File: src/rtl/ahb_delay_pipe.sv
// ahb_delay_pipe
// Elastic delay line: WIDTH-bit beats pass through DEPTH register stages with a
// valid/ready handshake. An unstalled beat takes DEPTH edges to reach the output.
// Empty stages absorb stalls, so bubbles collapse under back-pressure.
// A flush discards every in-flight beat.
//
// Parameters:
//   WIDTH     beat width in bits (>= 1)
//   DEPTH     number of register stages (>= 1)
// Ports:
//   clk       clock, rising edge
//   reset_n   asynchronous active-low reset
//   flush     synchronous discard of all in-flight beats; blocks input that cycle
//   in_valid  upstream beat present
//   in_data   upstream beat
//   in_ready  a beat is accepted this cycle (combinational from out_ready/flush)
//   out_valid final stage holds a beat (registered)
//   out_data  final-stage beat (registered)
//   out_ready downstream accepts a beat this cycle
//   count     occupied stages; exists only when DELAY_COUNT_EN is defined
//
// Build option: define DELAY_COUNT_EN to add the count port and its counter.
module ahb_delay_pipe #(
    parameter int unsigned WIDTH = 32,
    parameter int unsigned DEPTH = 2
) (
    input  logic                       clk,
    input  logic                       reset_n,
    input  logic                       flush,
    input  logic                       in_valid,
    input  logic [WIDTH-1:0]           in_data,
    output logic                       in_ready,
    output logic                       out_valid,
    output logic [WIDTH-1:0]           out_data,
    input  logic                       out_ready
`ifdef DELAY_COUNT_EN
    ,
    output logic [$clog2(DEPTH+1)-1:0] count
`endif
);

    logic [DEPTH-1:0] v_q, v_d;
    logic [WIDTH-1:0] data_q [DEPTH];
    logic [WIDTH-1:0] data_d [DEPTH];
    logic [DEPTH-1:0] adv;

    // A stage may advance when it is empty or everything downstream moves.
    // The chain is built from the output backwards so that one out_ready
    // ripples through every full stage in the same cycle.
    always_comb begin
        logic chain;
        chain = out_ready;
        adv   = '0;
        for (int i = DEPTH - 1; i >= 0; i--) begin
            chain  = !v_q[i] || chain;
            adv[i] = chain;
        end
    end

    assign in_ready  = adv[0] && !flush;
    assign out_valid = v_q[DEPTH-1];
    assign out_data  = data_q[DEPTH-1];

    always_comb begin
        v_d    = v_q;
        data_d = data_q;
        if (flush) begin
            // Valid bits clear; data registers keep their values.
            v_d = '0;
        end else begin
            if (adv[0]) begin
                v_d[0] = in_valid && in_ready;
                if (in_valid && in_ready) begin
                    data_d[0] = in_data;
                end
            end
            for (int i = 1; i < DEPTH; i++) begin
                if (adv[i]) begin
                    v_d[i] = v_q[i-1];
                    // Loading a bubble leaves the old data in place.
                    if (v_q[i-1]) begin
                        data_d[i] = data_q[i-1];
                    end
                end
            end
        end
    end

    always_ff @(posedge clk or negedge reset_n) begin
        if (!reset_n) begin
            v_q <= '0;
            for (int i = 0; i < DEPTH; i++) begin
                data_q[i] <= '0;
            end
        end else begin
            v_q <= v_d;
            for (int i = 0; i < DEPTH; i++) begin
                data_q[i] <= data_d[i];
            end
        end
    end

`ifdef DELAY_COUNT_EN
    localparam int unsigned CW = $clog2(DEPTH + 1);

    logic [CW-1:0] count_q, count_d;
    logic          acc, del;

    assign acc = in_valid && in_ready;
    assign del = out_valid && out_ready;

    always_comb begin
        if (flush) begin
            count_d = '0;
        end else begin
            count_d = count_q + CW'(acc) - CW'(del);
        end
    end

    always_ff @(posedge clk or negedge reset_n) begin
        if (!reset_n) begin
            count_q <= '0;
        end else begin
            count_q <= count_d;
        end
    end

    assign count = count_q;
`endif

endmodule

File: config.mk
export PLATFORM = sky130hd
export DESIGN_NAME = ahb_delay_pipe
export DESIGN_NICKNAME = d
export VERILOG_FILES = /design/src/rtl/ahb_delay_pipe.sv
export SDC_FILE = /design/constraint.sdc
export NUM_CORES = 1
export LEC_CHECK = 0
export ABC_AREA = 1
export CAP_MARGIN = 30
export CORE_MARGIN = 2
export CORE_UTILIZATION = 39
export CTS_CLUSTER_DIAMETER = 80
export CTS_CLUSTER_SIZE = 24
export DETAILED_ROUTE_END_ITERATION = 6
export GPL_TIMING_DRIVEN = 0
export HOLD_SLACK_MARGIN = 0.03
export PLACE_DENSITY = 0.64
export SYNTH_ARGS = -nofsm -noshare
export SYNTH_HDL_FRONTEND = slang
export SYNTH_SLANG_ARGS = --single-unit
File: constraint.sdc
create_clock -name clk -period 1.3 [get_ports clk]
set_clock_uncertainty 0.05 [all_clocks]
set_input_delay 0.26 -clock clk [delete_from_list [all_inputs] [get_ports clk]]
set_output_delay 0.26 -clock clk [all_outputs]
set_load 0.05 [all_outputs]
==> results of run 1 <==
cell families (layout without fill, tap and decap cells):
logic type | after synthesis | after routing | synth area share
AOI/OAI and AO/OA | 34 | 34 | 0.0701
buffers and inverters | 87 | 153 | 0.171
DFF | 66 | 66 | 0.557
other | 0 | 1 | 0
and+or+nand+nor | 133 | 133 | 0.202
power by group:
group	internal (uW)	total, uW	switching (uW)
clock network	669	1390	722
registers	2400	2680	276
logic	953	2190	1240
area by class of cell:
| cell class | count | area, um2 |
|---|---|---|
| repair buffers | 82 | 952 |
| inverters | 35 | 135 |
| fillers | 701 | 3240 |
| flip-flops and latches | 66 | 1650 |
| diodes | 1 | 2.50 |
| clock buffers | 11 | 131 |
| multi-input cells | 167 | 828 |
| clock inverters | 4 | 20.0 |
| well taps | 99 | 124 |
| plain buffers | 21 | 201 |
repair_timing:
action	in CTS	in global routing
hold endpoints to repair	66	0
pin swaps	1	1
buffers inserted	10	3
gates resized for setup	278	12
hold buffers	1	0
endpoints found under the setup margin	39	93
how the worst max path moves through the flow:
stage / slack [ns] / startpoint / end / depth (start not counted)
finish: -0.26 / v_q[0] / in_ready / 5
global route: -0.31 / v_q[0] / in_ready / 5
CTS: -0.26 / v_q[1] / in_ready / 5
detailed placement: -1.25 / flush / in_ready / 6
global placement: -2.53 / reset_n / v_q[1] / 1
floorplan: -0.16 / v_q[1] / in_ready / 4
registers in the layout, summed over array words and instances, names as in the netlist:
register,flops
data_q,32
out_data,32
v_q,2
routing by layer:
metal / vias up / global-route usage / wire length [um]
met3: 10 / 0.0307 / 273
met2: 54 / 0.258 / 3190
met5: - / 0 / 0
met4: 0 / 0.0821 / 116
li1: 1111 / - / -
met1: 1019 / 0.205 / 2770
stage by stage:
step | total power, uW | instance area (um2) | util
after global placement | 4790 | 3810 | 0.522
after global routing | 6560 | 4050 | 0.555
after floorplan | 4130 | 2990 | -
after CTS | 6310 | 3990 | 0.548
final | 6260 | 4050 | 0.555
after detailed placement | 4830 | 3810 | 0.522
worst max-delay path, stage by stage, from the launching register on:
cell and delay (ns):
dfrtp_1 0.40, nand3_4 0.09, clkbuf_16 0.15, nand2_4 0.05, clkinvlp_4 0.08, buf_8 0.15
cell usage in the layout, fill, tap and decap left out:
cell             synthesis  layout
buf_8                    0      34
dfrtp_2                  0       1
clkinvlp_4               0       1
o21ai_1                 23      23
nand2_1                 98      97
buf_2                    6       4
nand4_1                 32      32
dfrtp_1                 66      65
inv_2                    1       2
nand3_2                  3       1
nand2_4                  0       1
clkinv_2                 0       4
clkdlybuf4s50_1          0      32
clkbuf_1                 6       5
inv_1                   34      32
clkbuf_8                 0      10
o21ai_0                  1       1
nand3_4                  0       2
diode_2                  0       1
buf_6                    6      10
clkbuf_16                0       1
o21ai_2                 10      10
buf_4                   34      13
dlygate4sd3_1            0       1
dlygate4sd2_1            0       2
clkbuf_4                 0       2
==> results.yml, run 1 <==
logic_synthesis:
  synth_common_cells: "nand2_1 (98), dfrtp_1 (66), buf_4 (34), inv_1 (34), nand4_1 (32)"
  yosysSeqAreaShare: 0.557
  synthArstFlopShare: 1.00
  yosysMostFrequentCell: "nand2_1"
  synth_nets: 357
  synth_edf_count: 0
  yosysTopAreaCell: "dfrtp_1"
  synth_top_area_frac: 0.557
  avgSynthCellArea_um2: 9.26
  dominantRegCellSynth: "dfrtp_1"
  ys_ff_latch: 66
  synth_area_mm2: 0.00296
  ys_top_cells_by_area: "dfrtp_1 (56%), nand2_1 (12%), buf_4 (8.6%)"
  syn_inst: 320
  ys_warn_count: 0
  synth_cell_types: 13
floorplan:
  start_util: 0.406
  rows: 31
  core_mm2: 0.00729
  dieArea_mm2: 0.00831
  io-pin-count: 71
  die_h_um: 91.2
  die_w_um: 91.2
route:
  wl_um: 6350
  routedWlPerCell_um: 13.1
  vias: 2194
  drc_errors: 0
  vias_per_cell: 4.51
  drt-initial-drc-count: 118
  ant_nets: 0
  drtPass1Iterations: 4
timing:
  report.final.slew_viol_count: 0
  layout_min_cycle_time_ns: 1.56
  tightest_slew_ns: 0.597
  setup_viol_count_final: 1
  fin_crit_sh: 1.20
  rsz0062_at_grt: "true"
  max_freq_mhz: 642
  tns_ns: -0.257
  finalHoldViolations: 0
  holdWs_ns: 0.216
  layout_setup_ws_ns: -0.257
  slew_headroom: 0.602
hold_path:
  whs_path_depth: 3
  worstHoldPathType: "input port to register"
  min_to: "data_q[49]"
  min-delay-start: "in_valid"
worst_setup_path:
  critPathKind: "register to output pin"
  arrival_ns: 1.25
  r2r-end: "data_q[32]"
  cp.required_ns: 0.99
  crit_fanout: 2
  critPathCaptureType: "output pin"
  reg2reg_from: "v_q[1]"
  r2r_cells: 6
  startpoint_type: "register"
  rrSetupSlack_ns: 0.06
final_layout:
  final_nets: 419
  syn_to_final_growth_pct: 36.6
  drive_gt1_frac: 0.249
  final_cells: 486
clock_tree:
  cts_buffers: 9
  cts.sinks: 66
  insertion_delay_ns: 0.33
  cts_tree: "yes"
  cts_max_level: 3
  clk_path_buf_depth: 2
  clkTransAtPathRegs_ns: 0.07
  cts_root_buf: "clkbuf_8"
placement:
  dp_slack_ns: -1.25
  dp_hpwl_um: 4300
  dp.cells: 488
  routabilityCongestion: 0.783
  io_buffers: 69
global_routing:
  antenna_found_initial: 0
  grt_max_degree: 67
  grt_pass1_wl_um: 10300
  grt_pass1_vias: 2134
  grtUsageTotal: 0.160
  gr-total-overflow: 0
power_and_ir_drop:
  p_leak_uw: 0.00202
  peakVddDrop_mv: 0.795
  powerDensity_mw_per_mm2: 1550
run:
  max-cap-violations: 0
run_status:
  status: "complete, but fails checks"
  violations: "setup timing"
No activity file was read; power rests on OpenSTA's default activity.
==> inputs of run 2 (changes only) <==
--- a/config.mk
+++ b/config.mk
@@ -15,6 +15,7 @@
 export GPL_TIMING_DRIVEN = 0
 export HOLD_SLACK_MARGIN = 0.03
 export PLACE_DENSITY = 0.64
+export SKIP_LAST_GASP = 1
 export SYNTH_ARGS = -nofsm -noshare
 export SYNTH_HDL_FRONTEND = slang
 export SYNTH_SLANG_ARGS = --single-unit
==> results.yml, run 2 (same netlist as run 1, synthesis figures left out) <==
final_layout:
  final_cells: 487
  layout_common_cells: "nand2_1 (97), dfrtp_1 (65), buf_8 (34)"
  syn_to_final_growth_pct: 37.3
  layout_commonest_cell: "nand2_1"
  post-route-util: 0.558
  final_nets: 420
  drive_gt1_frac: 0.251
route:
  routedWlPerCell_um: 13.1
  drtPass1Iterations: 4
  wl_um: 6390
  drt-initial-drc-count: 84
  ant_nets: 0
  vias_per_cell: 4.51
  vias: 2198
  drc_errors: 0
worst_setup_path:
  crit_fanout: 2
  cp.required_ns: 0.99
  critical_path.max_stage_delay_ns: 0.40
  critPathKind: "register to output pin"
  crit_chain: "nand3_4 > clkbuf_16 > nand2_4 > clkinvlp_4 > buf_8"
  startpoint_type: "register"
  cp_slowest_cell: "dfrtp_1"
  critPathCaptureType: "output pin"
  arrival_ns: 1.24
floorplan:
  start_util: 0.406
  die_h_um: 91.2
  core_mm2: 0.00729
  dieArea_mm2: 0.00831
  die_w_um: 91.2
  rows: 31
  io-pin-count: 71
timing:
  layout_min_cycle_time_ns: 1.55
  fin_crit_sh: 1.20
  max_freq_mhz: 643
  slew_headroom: 0.599
  report.final.slew_viol_count: 0
  layout_setup_ws_ns: -0.254
  finalHoldViolations: 0
  setup_viol_count_final: 1
  rsz0062_at_grt: "true"
  tightest_slew_ns: 0.602
  tns_ns: -0.254
global_routing:
  grtUsageTotal: 0.159
  antenna_found_initial: 0
  grt_max_degree: 67
  gr-total-overflow: 0
  grt_pass1_vias: 2132
  grt_pass1_wl_um: 10300
clock_tree:
  clk_path_buf_depth: 2
  cts_max_level: 3
  clkTransAtPathRegs_ns: 0.07
  cts_buffers: 9
  cts_tree: "yes"
  cts.sinks: 66
  cts_root_buf: "clkbuf_8"
  insertion_delay_ns: 0.32
run_status:
  status: "complete, but fails checks"
  violations: "setup timing"
placement:
  io_buffers: 69
  dp_slack_ns: -1.25
  routabilityCongestion: 0.783
  dp_hpwl_um: 4300
  dp.cells: 488
hold_path:
  worstHoldPathType: "input port to register"
power_and_ir_drop:
  p_seq_frac: 0.428
  intPower_uw: 4030
  power_frac_comb: 0.352
  p_sw_frac: 0.356
  peakVddDrop_mv: 0.795
  power.net_switching_uw: 2230
  clkPwrFrac: 0.220
  p_leak_uw: 0.00203
  totalPowerFinal_uw: 6250
  powerDensity_mw_per_mm2: 1540
run:
  max-cap-violations: 0
[run 2: worst max-delay path, delay by kind of cell (launching register included)]
kind,cells,cell delay (ns)
AND/OR/NAND/NOR,2,0.14
flip-flops,1,0.40
buffers and inverters,3,0.38
[run 2: power by group through the flow]
stage          Sequential (uW)  Clock [uW]  Combinational (uW)
2_1_floorplan             2580           0                1550
3_3_place_gp              2610           0                2180
3_5_place_dp              2620           0                2210
4_1_cts                   2680        1440                2190
5_1_grt                   2720        1500                2340
6_report                  2680        1380                2200
[run 2: path summary, 6_finish.rpt]
kind	start	to	slack, ns	depth (start not counted)
hold / removal	in_valid	data_q[48]	0.22	3
max in group asynchronous	reset_n	v_q[1]	0.31	2
setup / recovery	v_q[0]	in_ready	-0.25	5
min in group asynchronous	reset_n	out_data[7]	0.44	2
hold reg to reg	data_q[58]	data_q[58]	0.42	2
setup reg to reg	v_q[1]	data_q[57]	0.04	6
[run 2: what timing repair did]
| action | CTS | global route |
|---|---|---|
| gates cloned | 0 | 1 |
| endpoints found under the setup margin | 39 | 93 |
| gates resized for setup | 277 | 12 |
| pin swaps | 1 | 1 |
| hold buffers | 1 | 0 |
| buffers inserted | 10 | 3 |
| hold endpoints to repair | 66 | 0 |
[run 2: metal layers]
layer | part of all wire | global-route usage | routed length [um] | vias to the layer above
met3 | 0.037 | 0.0307 | 234 | 2
met1 | 0.44 | 0.204 | 2830 | 1032
li1 | - | - | - | 1113
met5 | 0 | 0 | 0 | -
met4 | 0.0063 | 0.0783 | 40 | 0
met2 | 0.51 | 0.259 | 3280 | 51
[run 2: final cells by class]
type / count / area (um2)
repair buffers: 83 / 977
inverters: 35 / 135
well taps: 99 / 124
clock inverters: 4 / 20.0
diodes: 1 / 2.50
multi-input cells: 167 / 828
fillers: 701 / 3220
flip-flops and latches: 66 / 1650
plain buffers: 21 / 199
clock buffers: 11 / 131
[run 2: stage by stage]
step           hold slack [ns]  instance area [um2]
6_report                 0.220                 4070
5_1_grt                  0.224                 4070
4_1_cts                  0.191                 3990
3_5_place_dp             0.370                 3810
3_3_place_gp             0.403                 3810
2_1_floorplan          -0.0856                 2990
==> inputs of run 3 (changes only) <==
--- a/config.mk
+++ b/config.mk
@@ -7,14 +7,14 @@
 export LEC_CHECK = 0
 export ABC_AREA = 1
 export CAP_MARGIN = 30
-export CORE_MARGIN = 2
 export CORE_UTILIZATION = 39
 export CTS_CLUSTER_DIAMETER = 80
 export CTS_CLUSTER_SIZE = 24
 export DETAILED_ROUTE_END_ITERATION = 6
+export DONT_BUFFER_PORTS = 1
 export GPL_TIMING_DRIVEN = 0
 export HOLD_SLACK_MARGIN = 0.03
-export PLACE_DENSITY = 0.64
+export PLACE_DENSITY = 0.52
 export SKIP_LAST_GASP = 1
 export SYNTH_ARGS = -nofsm -noshare
 export SYNTH_HDL_FRONTEND = slang
==> results.yml, run 3 (same netlist as run 1, synthesis figures left out) <==
clock_tree:
  cts_root_buf: "clkbuf_8"
  clk_path_buf_depth: 2
  cts.sinks: 66
  cts_buffers: 9
  insertion_delay_ns: 0.33
  cts_max_level: 3
  clkTransAtPathRegs_ns: 0.07
  cts_tree: "yes"
route:
  drt-initial-drc-count: 91
  vias: 2138
  wl_um: 6160
  ant_nets: 0
  routedWlPerCell_um: 13.1
  vias_per_cell: 4.55
  drtPass1Iterations: 4
  drc_errors: 0
run:
  max-cap-violations: 0
worst_setup_path:
  reg2reg_from: "v_q[1]"
  r2r-end: "out_data[5]"
  startpoint_type: "register"
  critPathKind: "register to output pin"
  rrSetupSlack_ns: -0.08
  arrival_ns: 1.45
  cp.required_ns: 0.99
  r2r_cells: 6
  critPathCaptureType: "output pin"
  crit_fanout: 3
floorplan:
  rows: 31
  dieArea_mm2: 0.00795
  io-pin-count: 71
  start_util: 0.406
  die_h_um: 89.2
  core_mm2: 0.00729
  die_w_um: 89.2
final_layout:
  antennaDiodeCount: 0
  final_cells: 470
  design_area_mm2: 0.00368
  drive_gt1_frac: 0.216
  syn_to_final_growth_pct: 24.0
  layout_common_cells: "nand2_1 (97), dfrtp_1 (65), buf_4 (39)"
  final_nets: 405
  layout_commonest_cell: "nand2_1"
timing:
  tightest_slew_ns: 0.498
  setup_viol_count_final: 65
  holdWs_ns: -0.429
  report.final.slew_viol_count: 0
  slew_headroom: 0.668
  rsz0062_at_grt: "true"
  finalHoldViolations: 66
  fin_crit_sh: 1.36
  max_freq_mhz: 567
  tns_ns: -4.50
  layout_min_cycle_time_ns: 1.76
  layout_setup_ws_ns: -0.464
power_and_ir_drop:
  totalPowerFinal_uw: 5800
  peakVddDrop_mv: 0.637
  powerDensity_mw_per_mm2: 1580
  p_leak_uw: 0.00187
global_routing:
  grt_pass1_vias: 2148
  antenna_found_initial: 0
  gr-total-overflow: 0
  grtUsageTotal: 0.179
  grt_pass1_wl_um: 10500
  grt_max_degree: 67
placement:
  dp_slack_ns: -0.260
  io_buffers: 0
  dpl-instance-area_mm2: 0.00312
  dp.cells: 419
  dp_hpwl_um: 3940
  routabilityCongestion: 0.666
run_status:
  status: "complete, but fails checks"
  violations: "hold timing, setup timing"
hold_path:
  worstHoldPathType: "input port to async pin"
[run 3: repair_timing]
item	4_1_cts	5_1_grt
hold buffers	32	1
pin swaps	1	1
gates cloned	1	0
hold endpoints to repair	99	67
endpoints found under the setup margin	64	66
gates resized for setup	11	2
buffers inserted	4	0
[run 3: worst max-delay path, cell delays in order, from the launching register on]
cell,delay (ns)
dfrtp_2,0.57
nand3_4,0.12
buf_8,0.14
nand2_4,0.05
clkinvlp_4,0.24
[run 3: routing by layer]
metal	share of wire	wire (um)	up-vias	global-route usage
li1	-	-	1082	-
met5	0	0	-	0
met2	0.48	2940	44	0.286
met1	0.46	2820	1003	0.231
met3	0.046	283	9	0.0397
met4	0.018	112	0	0.0866
[run 3: cell type report]
class / count / area [um2]
buffer: 52 / 413
clock buffer: 14 / 163
fill: 761 / 3620
inverter: 35 / 135
multi-input combinational: 167 / 828
sequential: 66 / 1650
tap: 99 / 124
timing repair buffer: 37 / 360
[run 3: worst max path at each step]
| stage | start | to |
|---|---|---|
| global route | v_q[1] | in_ready |
| detailed placement | v_q[1] | in_ready |
| CTS | v_q[1] | in_ready |
| floorplan | v_q[1] | in_ready |
| global placement | v_q[1] | in_ready |
| finish | v_q[1] | in_ready |
[run 3: where the power goes]
part           total (uW)  switching [uW]  internal, uW
logic                1740            1170           572
clock network        1460             686           779
registers            2590             195          2400
[run 3: through the flow]
| step | utilization | hold WS (ns) |
|---|---|---|
| after floorplan | - | -0.0856 |
| after global placement | 0.428 | -0.0840 |
| after detailed placement | 0.428 | -0.0845 |
| after CTS | 0.503 | -0.455 |
| after global routing | 0.504 | -0.455 |
| final | 0.504 | -0.429 |
